===== config.mk =====
export PLATFORM = sky130hd
export DESIGN_NAME = contador_generico
export DESIGN_NICKNAME = d
export VERILOG_FILES = /design/src/rtl/contador_pkg.sv /design/src/rtl/contador_generico_chk.sv /design/src/rtl/contador_generico_prox.sv /design/src/rtl/contador_generico.sv
export SDC_FILE = /design/constraint.sdc
export NUM_CORES = 1
export LEC_CHECK = 0
export ABC_AREA = 1
export CAP_MARGIN = 25
export CORE_MARGIN = 2
export CORE_UTILIZATION = 49
export DETAILED_ROUTE_END_ITERATION = 6
export PLACE_DENSITY_LB_ADDON = 0.12
export SYNTH_ARGS = -nofsm -noshare
export SYNTH_HDL_FRONTEND = slang
export SYNTH_SLANG_ARGS = --single-unit

===== constraint.sdc =====
create_clock -name clk -period 2.3 [get_ports clk]
set_clock_uncertainty 0.15 [all_clocks]
set_input_delay 0.23 -clock clk [delete_from_list [all_inputs] [get_ports clk]]
set_output_delay 0.23 -clock clk [all_outputs]
set_load 0.1 [all_outputs]

===== src/rtl/contador_pkg.sv =====
// Shared encodings and defaults for the generic up/down counter.
// Used by contador_generico and contador_generico_prox.
package contador_pkg;

  localparam logic MODO_WRAP = 1'b0;
  localparam logic MODO_SAT  = 1'b1;

  localparam int unsigned RESET_VAL_DEF = 32'd106;

  typedef enum logic [1:0] {
    DIR_HOLD = 2'b00,
    DIR_DOWN = 2'b01,
    DIR_UP   = 2'b10,
    DIR_BOTH = 2'b11
  } direcao_e;

endpackage


===== src/rtl/contador_generico_chk.sv =====
// Simulation checker: flags an illegal step size whenever it is actually used.
module contador_generico_chk #(
  parameter int               WIDTH   = 8,
  parameter logic [WIDTH-1:0] MIN_VAL = {WIDTH{1'b0}},
  parameter logic [WIDTH-1:0] MAX_VAL = {WIDTH{1'b1}}
) (
  input logic             clk,
  input logic             rst,
  input logic             habilitar,
  input logic             acrescer,
  input logic             decrecer,
  input logic             carregar,
  input logic [WIDTH-1:0] passo
);

  localparam logic [WIDTH-1:0] PASSO_MAX = MAX_VAL - MIN_VAL;

  a_passo_legal: assert property (@(posedge clk) disable iff (rst)
    (!carregar && habilitar && (acrescer != decrecer)) |-> (passo <= PASSO_MAX));

endmodule


===== src/rtl/contador_generico_prox.sv =====
// Next-value logic: load clamp, step, range reduction/saturation and overflow flag.
// Saturation is built only when CONTADOR_GENERICO_SAT_EN is defined.
module contador_generico_prox
  import contador_pkg::*;
#(
  parameter int              WIDTH   = 8,
  parameter logic [WIDTH-1:0] MIN_VAL = {WIDTH{1'b0}},
  parameter logic [WIDTH-1:0] MAX_VAL = {WIDTH{1'b1}}
) (
  input  logic [WIDTH-1:0] saida,
  input  logic             habilitar,
  input  logic             acrescer,
  input  logic             decrecer,
  input  logic [WIDTH-1:0] passo,
  input  logic             modo_sat,
  input  logic             carregar,
  input  logic [WIDTH-1:0] valor_carga,
  output logic [WIDTH-1:0] prox_val,
  output logic             prox_ovf
);

  localparam logic [WIDTH:0] MIN_EXT   = {1'b0, MIN_VAL};
  localparam logic [WIDTH:0] MAX_EXT   = {1'b0, MAX_VAL};
  localparam logic [WIDTH:0] RANGE_EXT = MAX_EXT - MIN_EXT + {{WIDTH{1'b0}}, 1'b1};

  logic [WIDTH:0] saida_ext_s;
  logic [WIDTH:0] passo_ext_s;
  logic [WIDTH:0] carga_ext_s;
  logic [WIDTH:0] folga_sup_s;
  logic [WIDTH:0] folga_inf_s;
  logic [WIDTH:0] soma_s;
  logic [WIDTH:0] dif_s;
  logic [WIDTH:0] wrap_up_s;
  logic [WIDTH:0] wrap_dn_s;
  logic [WIDTH:0] prox_ext_s;
  logic           sat_s;
  direcao_e       dir_s;
  logic           unused_msb_s;

  assign dir_s = direcao_e'({acrescer, decrecer});

  // One extra bit keeps every intermediate free of a modulo-2**WIDTH wrap.
  always_comb begin
    saida_ext_s = {1'b0, saida};
    passo_ext_s = {1'b0, passo};
    carga_ext_s = {1'b0, valor_carga};
    folga_sup_s = MAX_EXT - saida_ext_s;
    folga_inf_s = saida_ext_s - MIN_EXT;
    soma_s      = saida_ext_s + passo_ext_s;
    dif_s       = saida_ext_s - passo_ext_s;
    wrap_up_s   = soma_s - RANGE_EXT;
    wrap_dn_s   = saida_ext_s + RANGE_EXT - passo_ext_s;
  end

`ifdef CONTADOR_GENERICO_SAT_EN
  assign sat_s = (modo_sat == MODO_SAT);
`else
  logic unused_modo_s;
  assign unused_modo_s = modo_sat;
  assign sat_s         = MODO_WRAP;
`endif

  // Priority: load, then a single-direction step; anything else holds.
  always_comb begin
    prox_ext_s = saida_ext_s;
    prox_ovf   = 1'b0;
    if (carregar) begin
      if (carga_ext_s < MIN_EXT) begin
        prox_ext_s = MIN_EXT;
      end else if (carga_ext_s > MAX_EXT) begin
        prox_ext_s = MAX_EXT;
      end else begin
        prox_ext_s = carga_ext_s;
      end
    end else if (habilitar && (passo != {WIDTH{1'b0}})) begin
      case (dir_s)
        DIR_UP: begin
          if (passo_ext_s > folga_sup_s) begin
            prox_ovf = 1'b1;
`ifdef CONTADOR_GENERICO_SAT_EN
            if (sat_s) begin
              prox_ext_s = MAX_EXT;
            end else begin
              prox_ext_s = wrap_up_s;
            end
`else
            prox_ext_s = wrap_up_s;
`endif
          end else begin
            prox_ext_s = soma_s;
          end
        end
        DIR_DOWN: begin
          if (passo_ext_s > folga_inf_s) begin
            prox_ovf = 1'b1;
`ifdef CONTADOR_GENERICO_SAT_EN
            if (sat_s) begin
              prox_ext_s = MIN_EXT;
            end else begin
              prox_ext_s = wrap_dn_s;
            end
`else
            prox_ext_s = wrap_dn_s;
`endif
          end else begin
            prox_ext_s = dif_s;
          end
        end
        default: begin
          prox_ext_s = saida_ext_s;
          prox_ovf   = 1'b0;
        end
      endcase
    end else begin
      prox_ext_s = saida_ext_s;
      prox_ovf   = 1'b0;
    end
  end

  assign prox_val     = prox_ext_s[WIDTH-1:0];
  assign unused_msb_s = prox_ext_s[WIDTH] ^ sat_s;

endmodule


===== src/rtl/contador_generico.sv =====
// Generic bounded up/down counter with wrap or (CONTADOR_GENERICO_SAT_EN) saturate.
// Holds the count and overflow-pulse registers; next-state math is in _prox.
module contador_generico
  import contador_pkg::*;
#(
  parameter int               WIDTH     = 8,
  parameter logic [WIDTH-1:0] MIN_VAL   = {WIDTH{1'b0}},
  parameter logic [WIDTH-1:0] MAX_VAL   = {WIDTH{1'b1}},
  parameter logic [WIDTH-1:0] RESET_VAL = WIDTH'(RESET_VAL_DEF)
) (
  input  logic             clk,
  input  logic             rst,
  input  logic             habilitar,
  input  logic             acrescer,
  input  logic             decrecer,
  input  logic [WIDTH-1:0] passo,
  input  logic             modo_sat,
  input  logic             carregar,
  input  logic [WIDTH-1:0] valor_carga,
  output logic [WIDTH-1:0] saida,
  output logic             no_max,
  output logic             no_min,
  output logic             transbordo
);

  logic [WIDTH-1:0] saida_r;
  logic             transbordo_r;
  logic [WIDTH-1:0] prox_val_s;
  logic             prox_ovf_s;

  contador_generico_prox #(
    .WIDTH  (WIDTH),
    .MIN_VAL(MIN_VAL),
    .MAX_VAL(MAX_VAL)
  ) u_prox (
    .saida      (saida_r),
    .habilitar  (habilitar),
    .acrescer   (acrescer),
    .decrecer   (decrecer),
    .passo      (passo),
    .modo_sat   (modo_sat),
    .carregar   (carregar),
    .valor_carga(valor_carga),
    .prox_val   (prox_val_s),
    .prox_ovf   (prox_ovf_s)
  );

  contador_generico_chk #(
    .WIDTH  (WIDTH),
    .MIN_VAL(MIN_VAL),
    .MAX_VAL(MAX_VAL)
  ) u_chk (
    .clk      (clk),
    .rst      (rst),
    .habilitar(habilitar),
    .acrescer (acrescer),
    .decrecer (decrecer),
    .carregar (carregar),
    .passo    (passo)
  );

  // Count and overflow-pulse registers; reset discards any pending update.
  always_ff @(posedge clk) begin
    if (rst) begin
      saida_r      <= RESET_VAL;
      transbordo_r <= 1'b0;
    end else begin
      saida_r      <= prox_val_s;
      transbordo_r <= prox_ovf_s;
    end
  end

  assign saida      = saida_r;
  assign transbordo = transbordo_r;
  assign no_max     = (saida_r == MAX_VAL);
  assign no_min     = (saida_r == MIN_VAL);

endmodule


==> impl_metrics.tcl, run 1 <==
set metrics [dict create \
    status "completed" \
    drv_slew 0 \
    postCtsHoldBufs 0 \
    worst_slack_ns 0.217 \
    max_clock_freq_mhz 480 \
    whs_ns 0.376 \
    busiest_layer "met2" \
    met2_usage 0.439 \
    cts-root-buf "clkbuf_4" \
    grt.met1_usage 0.345 \
    ir_worst_vdd_v 0.000456 \
    syn_area_sq_um 1310 \
    post-place-ws_ns -0.0659 \
    cts_buffers 3 \
    viasPerCell 5.19 \
    path_max_fanout 4 \
    cap_violations 0 \
    synth_cell_types 30 \
    h-tree-depth 1 \
    grt_remaining_overflow 0 \
    use_met3 0.0465 \
    arrival_ns 2.08 \
    vias 1484 \
    cts_tree "done" \
    antenna_cells 0 \
    critPathCaptureType "register" \
    post-route-drc-count 0 \
    nets 301 \
    synth_area_leaders "ha_1, nand2_1, dfxtp_1, inv_1, nor2_1" \
    hold_path.class "primary input to register" \
    place.gp.congestion 0.861 \
    drtIter0Drc 59 \
    slew_headroom 0.763 \
    cts_setup_buffers 0 \
    grt_max_degree 10 \
    grt_pass1_wl_microns 6510 \
    cp_data_required_time_ns 2.30 \
    netlist_instances 211 \
    critPathMostFrequentCell "nand2_1" \
    clock_latency_ns 0.27 \
    initial_core_util 0.526 \
    fillers 233 \
    syn_to_final_growth_pct 35.7 \
    syn_avg_cell_area_sq_um 6.23 \
    dp_cells 282 \
    power_leakage_nw 0.909 \
    yosysSeqAreaShare 0.137 \
    path_class "primary input to register" \
    clk_pin_slew_worst_paths_ns 0.06 \
    report.final.hold_viol_count 0 \
    cts_resized 0 \
    cp_slowest_cell "clkdlybuf4s50_1" \
    fp.coreArea_sq_um 2500 \
    die-area_sq_um 3110 \
    grt_usage 0.259 \
    rsz0062_at_grt "no" \
    firstDrtPassIters 4 \
    ys_seq_elements 9 \
    tns_ns 0 \
    setup_viol 0 \
    startpoint_type "primary input" \
    routed_wl_microns 3730 \
    antenna_found_initial 0 \
    rows 18 \
    power_uw 859 \
    wl_per_cell_microns 13.0 \
    period_needed_ns 2.08 \
    grt_pass1_vias 1487 \
    final_layout_size_suffix_gt1_frac 0.199 \
    post-dp-hpwl_microns 3020 \
    cts_max_path_buffers 2 \
    path_buf_inv 3 \
    period_share 0.906 \
    tightest_slew_ns 0.356 \
    pin_count 34 \
    crit_family "buffers and inverters" \
    finalNonFillerCells 286 \
    clock-sinks 9 \
    synth_top_area_cell "ha_1" \
    syn_nets 255 \
    synth.top_cell.area_share 0.181 \
    die_x_microns 55.8 \
    fp.dieH_microns 55.8 \
    antenna_left 0 \
    critPathMaxStageDelay_ns 0.53 \
    power_density_nw_per_um2 482 \
    portBuffers 32 \
    synth_warnings 0 \
    crit_chain "clkdlybuf4s50_1, ha_1, inv_1, fa_1, inv_1, nand2_1, nand3_1, nand2_1, a21oi_1, o21ai_0, nand2_1, a21oi_1" \
]
[flip-flops by register name, indices dropped and copies added, names as in the netlist]
register and cells:
transbordo 1, saida 8
[tightest hold or removal path, stage by stage]
cell             delay [ns]
clkdlybuf4s50_1        0.40
nand2_1                0.06
a31oi_1                0.07
[through the flow]
step	instance area (sq um)	util
6_report	1780	0.713
5_1_grt	1780	0.713
4_1_cts	1780	0.713
3_5_place_dp	1760	0.703
3_3_place_gp	1760	0.703
2_1_floorplan	1350	-
[metal layers]
metal / vias up / wire [microns]
li1: 770 / -
met4: 0 / 10
met3: 3 / 251
met2: 54 / 1710
met1: 657 / 1750
met5: - / 0
[cell type report]
| cell class | instances | area [sq um] | share of cell area |
|---|---|---|---|
| Clock buffer | 4 | 26.3 | 0.0147 |
| Multi-Input combinational cell | 163 | 998 | 0.560 |
| Inverter | 36 | 136 | 0.0765 |
| Sequential cell | 9 | 189 | 0.106 |
| Timing Repair Buffer | 44 | 395 | 0.222 |
| Tap cell | 30 | 37.5 | 0.0211 |
[cells in the mapped netlist, drive strengths merged]
master	count
nand4	5
dfxtp	9
inv	35
or2	2
a31oi	1
a21oi	17
xor2	2
o21ai	10
fa	2
nor3	2
o21bai	1
nand2b	1
buf	3
nand2	54
nand3	14
o211ai	6
nor4	1
nor2	25
ha	19
nand3b	1
clkinv	1
[where the power goes]
part | total, mW | switching (mW) | internal [mW]
Combinational | 0.530 | 0.339 | 0.191
Clock | 0.127 | 0.0594 | 0.0671
Sequential | 0.203 | 0.0292 | 0.174
Total | 0.859 | 0.427 | 0.432
[placed cells by master (no fill, tap or decap), drive strengths merged]
cell,count
nand3,14
or2,2
nand2b,1
clkdlybuf4s50,21
o21ai,10
inv,35
dfxtp,9
nand4,5
nand2,54
nor4,1
nor3,2
buf,23
o211ai,6
clkinv,1
clkbuf,4
nor2,25
fa,2
nand3b,1
a31oi,1
xor2,2
a21oi,17
ha,19
o21bai,1
[final timing paths]
path                                startpoint  endpoint  slack [ns]  cells after the start
worst max-delay path                  passo[0]  saida[4]        0.22                     12
worst min-delay path            valor_carga[0]  saida[0]        0.38                      3
worst max register to register        saida[0]  saida[6]        0.24                     11
worst min register to register        saida[4]  saida[4]        0.39                      2
[cell families (layout without fill, tap and decap cells)]
group           Yosys count  in the layout  synth area share
compound gates           35             35             0.165
xor+xnor                  2              2            0.0133
fa+ha+maj                21             21             0.211
buf+inv                  39             84             0.120
flops                     9              9             0.137
simple gates            105            105             0.353
Power figures use the tool's default switching activity.
==> run 2: changes to the inputs <==
--- a/config.mk
+++ b/config.mk
@@ -8,7 +8,7 @@
 export ABC_AREA = 1
 export CAP_MARGIN = 25
 export CORE_MARGIN = 2
-export CORE_UTILIZATION = 49
+export CORE_UTILIZATION = 53
 export DETAILED_ROUTE_END_ITERATION = 6
 export PLACE_DENSITY_LB_ADDON = 0.12
 export SYNTH_ARGS = -nofsm -noshare
==> constraint.sdc (replaced) <==
create_clock -name clk -period 2.65 [get_ports clk]
set_clock_uncertainty 0.15 [all_clocks]
set_input_delay 0.265 -clock clk [delete_from_list [all_inputs] [get_ports clk]]
set_output_delay 0.265 -clock clk [all_outputs]
set_load 0.1 [all_outputs]
==> run 2 against run 1 <==
Die area decreased by 7.0%. Global-route usage barely moved. Total power decreased by 17%. Combinational power is 19% lower. Hold slack better by 0.036 ns. First-iteration DRC count shrank 8.5%. Sequential power is 16% lower. Cell count is 4.2% lower. Clock power decreased by 13%. Critical path depth unchanged. Core utilization decreased by 2.2 points. Clock-buffer cell count unchanged. Critical path type unchanged. Critical endpoint is now saida[5]. Highest routed layer unchanged.
==> impl_metrics.tcl, run 2 (synthesis results as in run 1) <==
set metrics [dict create \
    hold_path.class "register to register" \
    rows 18 \
    cts_resized 0 \
    r2r-end "saida[6]" \
    drtIter0Drc 54 \
    path_max_fanout 9 \
    critPathCaptureType "register" \
    clk_pin_slew_worst_paths_ns 0.06 \
    grt_remaining_overflow 0 \
    dp_cells 270 \
    cts_setup_buffers 0 \
    max_clock_freq_mhz 452 \
    power_uw 711 \
    cp_slowest_cell "clkdlybuf4s50_1" \
    path_class "primary input to register" \
    grt_pass1_vias 1281 \
    startpoint_type "primary input" \
    clock-sinks 9 \
    arrival_ns 2.23 \
    firstDrtPassIters 4 \
    largest_reg_flops 8 \
    grt_max_degree 15 \
    post-route-drc-count 0 \
    cts_tree "done" \
    fp.dieH_microns 53.8 \
    finalNonFillerCells 274 \
    regArea_sq_um 180 \
    period_share 0.835 \
    antenna_left 0 \
    multi_input_area_sq_um 993 \
    clock_latency_ns 0.27 \
    place.gp.congestion 0.871 \
    most-common-layout-cells "nand2_1, inv_1, nor2_1" \
    portBuffers 32 \
    antenna_found_initial 0 \
    wl_per_cell_microns 12.0 \
    slew_headroom 0.680 \
    pin_count 34 \
    viasPerCell 5.18 \
    report.final.hold_viol_count 0 \
    grt_usage 0.259 \
    grt_pass1_wl_microns 5440 \
    postCtsHoldBufs 0 \
    period_needed_ns 2.21 \
    die_x_microns 53.8 \
    syn_to_final_growth_pct 26.9 \
    h-tree-depth 1 \
    cts_buffers 3 \
    rsz0062_at_grt "no" \
    post-dp-hpwl_microns 2710 \
    crit_chain "clkdlybuf4s50_1, inv_1, ha_1, inv_2, a21oi_4, o21bai_1, a21oi_2, nand2_1, nand3_1, nand3_1, nand2_1, nand2_1" \
    vias 1420 \
    cts-root-buf "clkbuf_4" \
    die-area_sq_um 2890 \
    initial_core_util 0.545 \
    routed_wl_microns 3300 \
    met2_usage 0.433 \
    cap_violations 0 \
    r2r_cells 11 \
    cp_data_required_time_ns 2.67 \
    nets 289 \
    hold_start "saida[7]" \
    critPathMaxStageDelay_ns 0.53 \
    power_leakage_nw 0.848 \
    status "completed" \
    whs_path_depth 2 \
    drv_slew 0 \
    setup_viol 0 \
    tightest_slew_ns 0.479 \
    r2r_start "saida[0]" \
    r2r_slack_ns 0.53 \
    power_density_nw_per_um2 426 \
    critPathMostFrequentCell "nand2_1" \
    fillers 225 \
    antenna_cells 0 \
    final_common_cell "nand2_1" \
    utilization 0.692 \
    grt.met1_usage 0.354 \
    cts_max_path_buffers 2 \
    fp.coreArea_sq_um 2410 \
    use_met3 0.00833 \
    ir_worst_vdd_v 0.000341 \
    hold_end "saida[7]" \
    busiest_layer "met2" \
    final_layout_size_suffix_gt1_frac 0.131 \
    tns_ns 0 \
]
==> run 2: power by group <==
part	internal (mW)	switching (mW)
Clock	0.0583	0.0524
Combinational	0.145	0.284
Sequential	0.148	0.0227
==> run 2: routing by layer <==
metal / wire length [microns] / part of all wire / vias to the layer above
li1: - / - / 751
met1: 1630 / 0.50 / 630
met3: 105 / 0.032 / 6
met4: 46 / 0.014 / 0
met5: 0 / 0 / -
met2: 1510 / 0.46 / 33
==> run 2: cell type report <==
| cell class | instances | area share |
|---|---|---|
| Clock buffer | 4 | 0.0158 |
| Inverter | 36 | 0.0818 |
| Multi-Input combinational cell | 163 | 0.596 |
| Sequential cell | 9 | 0.108 |
| Tap cell | 30 | 0.0225 |
| Timing Repair Buffer | 32 | 0.176 |
==> run 2: worst max-delay path by stage <==
stage,end,depth (start not counted),slack (ns),start
after floorplan,saida[6],11,0.02,saida[0]
after global placement,saida[5],12,0.19,passo[2]
after detailed placement,saida[5],12,0.16,passo[2]
after CTS,saida[5],12,0.44,passo[2]
after global routing,saida[5],12,0.29,passo[2]
final,saida[5],12,0.44,passo[2]
==> run 2: worst max-delay path, delay by kind of cell <==
kind / cells / cell delay, ns
simple gates: 5 / 0.41
buf+inv: 3 / 0.67
fa+ha+maj: 1 / 0.51
compound gates: 3 / 0.38
==> run 2: per-stage QoR <==
stage,hold slack (ns),setup WS (ns),area [sq um]
finish,0.412,0.437,1670
global route,0.443,0.293,1670
CTS,0.416,0.442,1670
detailed placement,0.408,0.158,1640
global placement,0.400,0.193,1640
floorplan,0.177,0.0204,1330
==> run 3: changes to the inputs <==
--- a/config.mk
+++ b/config.mk
@@ -8,7 +8,7 @@
 export ABC_AREA = 1
 export CAP_MARGIN = 25
 export CORE_MARGIN = 2
-export CORE_UTILIZATION = 53
+export CORE_UTILIZATION = 49
 export DETAILED_ROUTE_END_ITERATION = 6
 export PLACE_DENSITY_LB_ADDON = 0.12
 export SYNTH_ARGS = -nofsm -noshare
==> constraint.sdc (replaced) <==
create_clock -name clk -period 2.18 [get_ports clk]
set_clock_uncertainty 0.15 [all_clocks]
set_input_delay 0.218 -clock clk [delete_from_list [all_inputs] [get_ports clk]]
set_output_delay 0.218 -clock clk [all_outputs]
set_load 0.1 [all_outputs]
==> run 3 against run 2 <==
Non-clock buffer count grew 13. Die area grew 7.6%. Combinational power grew 31%. Wire length grew 12%. Critical path depth is the same. Total power grew 28%. Hold slack lost 0.053 ns. Via count grew 5.8%. Critical endpoint is now saida[4]. Highest routed layer unchanged.
==> impl_metrics.tcl, run 3 (synthesis results as in run 1) <==
set metrics [dict create \
    status "completed" \
    report.final.hold_viol_count 0 \
    routed_wl_microns 3700 \
    power_uw 910 \
    path_class "primary input to register" \
    grt_remaining_overflow 0 \
    syn_to_final_growth_pct 37.7 \
    fp.coreArea_sq_um 2500 \
    period_share 0.943 \
    cts_max_path_buffers 2 \
    critPathCaptureType "register" \
    antenna_cells 0 \
    drv_slew 0 \
    grt_pass1_wl_microns 6110 \
    grt_pass1_vias 1408 \
    r2r_start "saida[0]" \
    die-area_sq_um 3110 \
    whs_path_depth 3 \
    antenna_left 0 \
    place_area_sq_um 1780 \
    wl_per_cell_microns 12.9 \
    power_density_nw_per_um2 503 \
    grt_usage 0.250 \
    finish.instance_area_sq_um 1810 \
    setup_viol 0 \
    r2r-end "saida[6]" \
    most-common-layout-cells "nand2_1, inv_1, nor2_1" \
    tightest_slew_ns 0.262 \
    hold_path.class "primary input to register" \
    post-dp-hpwl_microns 2990 \
    postCtsHoldBufs 0 \
    cap_violations 0 \
    drtIter0Drc 66 \
    finalNonFillerCells 287 \
    max_clock_freq_mhz 486 \
    cts-root-buf "clkbuf_4" \
    grt_max_degree 14 \
    cts_buffers 3 \
    post-route-drc-count 0 \
    rsz0062_at_grt "no" \
    place.gp.congestion 0.863 \
    r2r_slack_ns 0.16 \
    final_common_cell "nand2_1" \
    rows 18 \
    ir_worst_vdd_v 0.000490 \
    antenna_found_initial 0 \
    slew_headroom 0.824 \
    firstDrtPassIters 4 \
    clock-sinks 9 \
    whs_ns 0.359 \
    nets 302 \
    portBuffers 32 \
    h-tree-depth 1 \
    startpoint_type "primary input" \
    hold_end "saida[0]" \
    final_layout_size_suffix_gt1_frac 0.210 \
    largest_reg_flops 8 \
    cp_data_required_time_ns 2.19 \
    path_max_fanout 4 \
    cts_tree "done" \
    hold_start "valor_carga[0]" \
    vias 1502 \
    r2r_cells 11 \
    clock_latency_ns 0.27 \
    dp_cells 283 \
    pin_count 34 \
    arrival_ns 2.06 \
    fp.dieH_microns 55.8 \
    period_needed_ns 2.06 \
    initial_core_util 0.526 \
    power_leakage_nw 0.916 \
    viasPerCell 5.23 \
    clk_pin_slew_worst_paths_ns 0.06 \
    die_x_microns 55.8 \
]
-- run 3: layer usage --
metal,track usage,share of wire
met5,0,0
met1,0.318,0.47
met2,0.412,0.46
met3,0.0349,0.050
met4,0.118,0.020
-- run 3: worst max-delay path by stage --
stage	depth (start not counted)	endpoint	slack, ns	from
6_report	12	saida[4]	0.12	passo[0]
5_1_grt	12	saida[5]	0.03	passo[2]
4_1_cts	12	saida[5]	0.12	passo[2]
3_5_place_dp	12	saida[5]	-0.17	passo[2]
3_3_place_gp	12	saida[5]	-0.12	passo[2]
2_1_floorplan	3	no_min	-0.05	saida[1]
-- run 3: area by class of cell --
| class | instances | area (sq um) |
|---|---|---|
| inverter | 36 | 136 |
| sequential | 9 | 193 |
| tap | 30 | 37.5 |
| clock buffer | 4 | 26.3 |
| timing repair buffer | 45 | 415 |
| fill | 223 | 691 |
| multi-input combinational | 163 | 1000 |
-- run 3: critical path, stage by stage --
cell             delay [ns]
clkdlybuf4s50_1        0.53
ha_1                   0.18
inv_1                  0.05
fa_1                   0.38
inv_1                  0.11
nand2_1                0.06
nand3_1                0.11
nand2_1                0.08
a21oi_1                0.13
o21ai_0                0.10
nand2_1                0.06
a21oi_1                0.05
-- run 3: through the flow --
step | worst slack, ns | util | TNS [ns]
floorplan | -0.0519 | - | -0.0519
global placement | -0.118 | 0.712 | -0.689
detailed placement | -0.169 | 0.712 | -1.07
CTS | 0.121 | 0.723 | 0
global route | 0.0286 | 0.724 | 0
finish | 0.123 | 0.724 | 0
-- run 3: report_power, final --
| group | switching, mW | internal [mW] | leakage (nW) |
|---|---|---|---|
| clock | 0.0654 | 0.0710 | 0.0150 |
| sequential | 0.0293 | 0.184 | 0.0751 |
| combinational | 0.359 | 0.201 | 0.826 |
| total | 0.454 | 0.456 | 0.916 |
-- run 3: repair_timing --
action,in CTS,in global routing
endpoints found under the setup margin,0,4
setup buffers,0,0
resized for setup,0,2
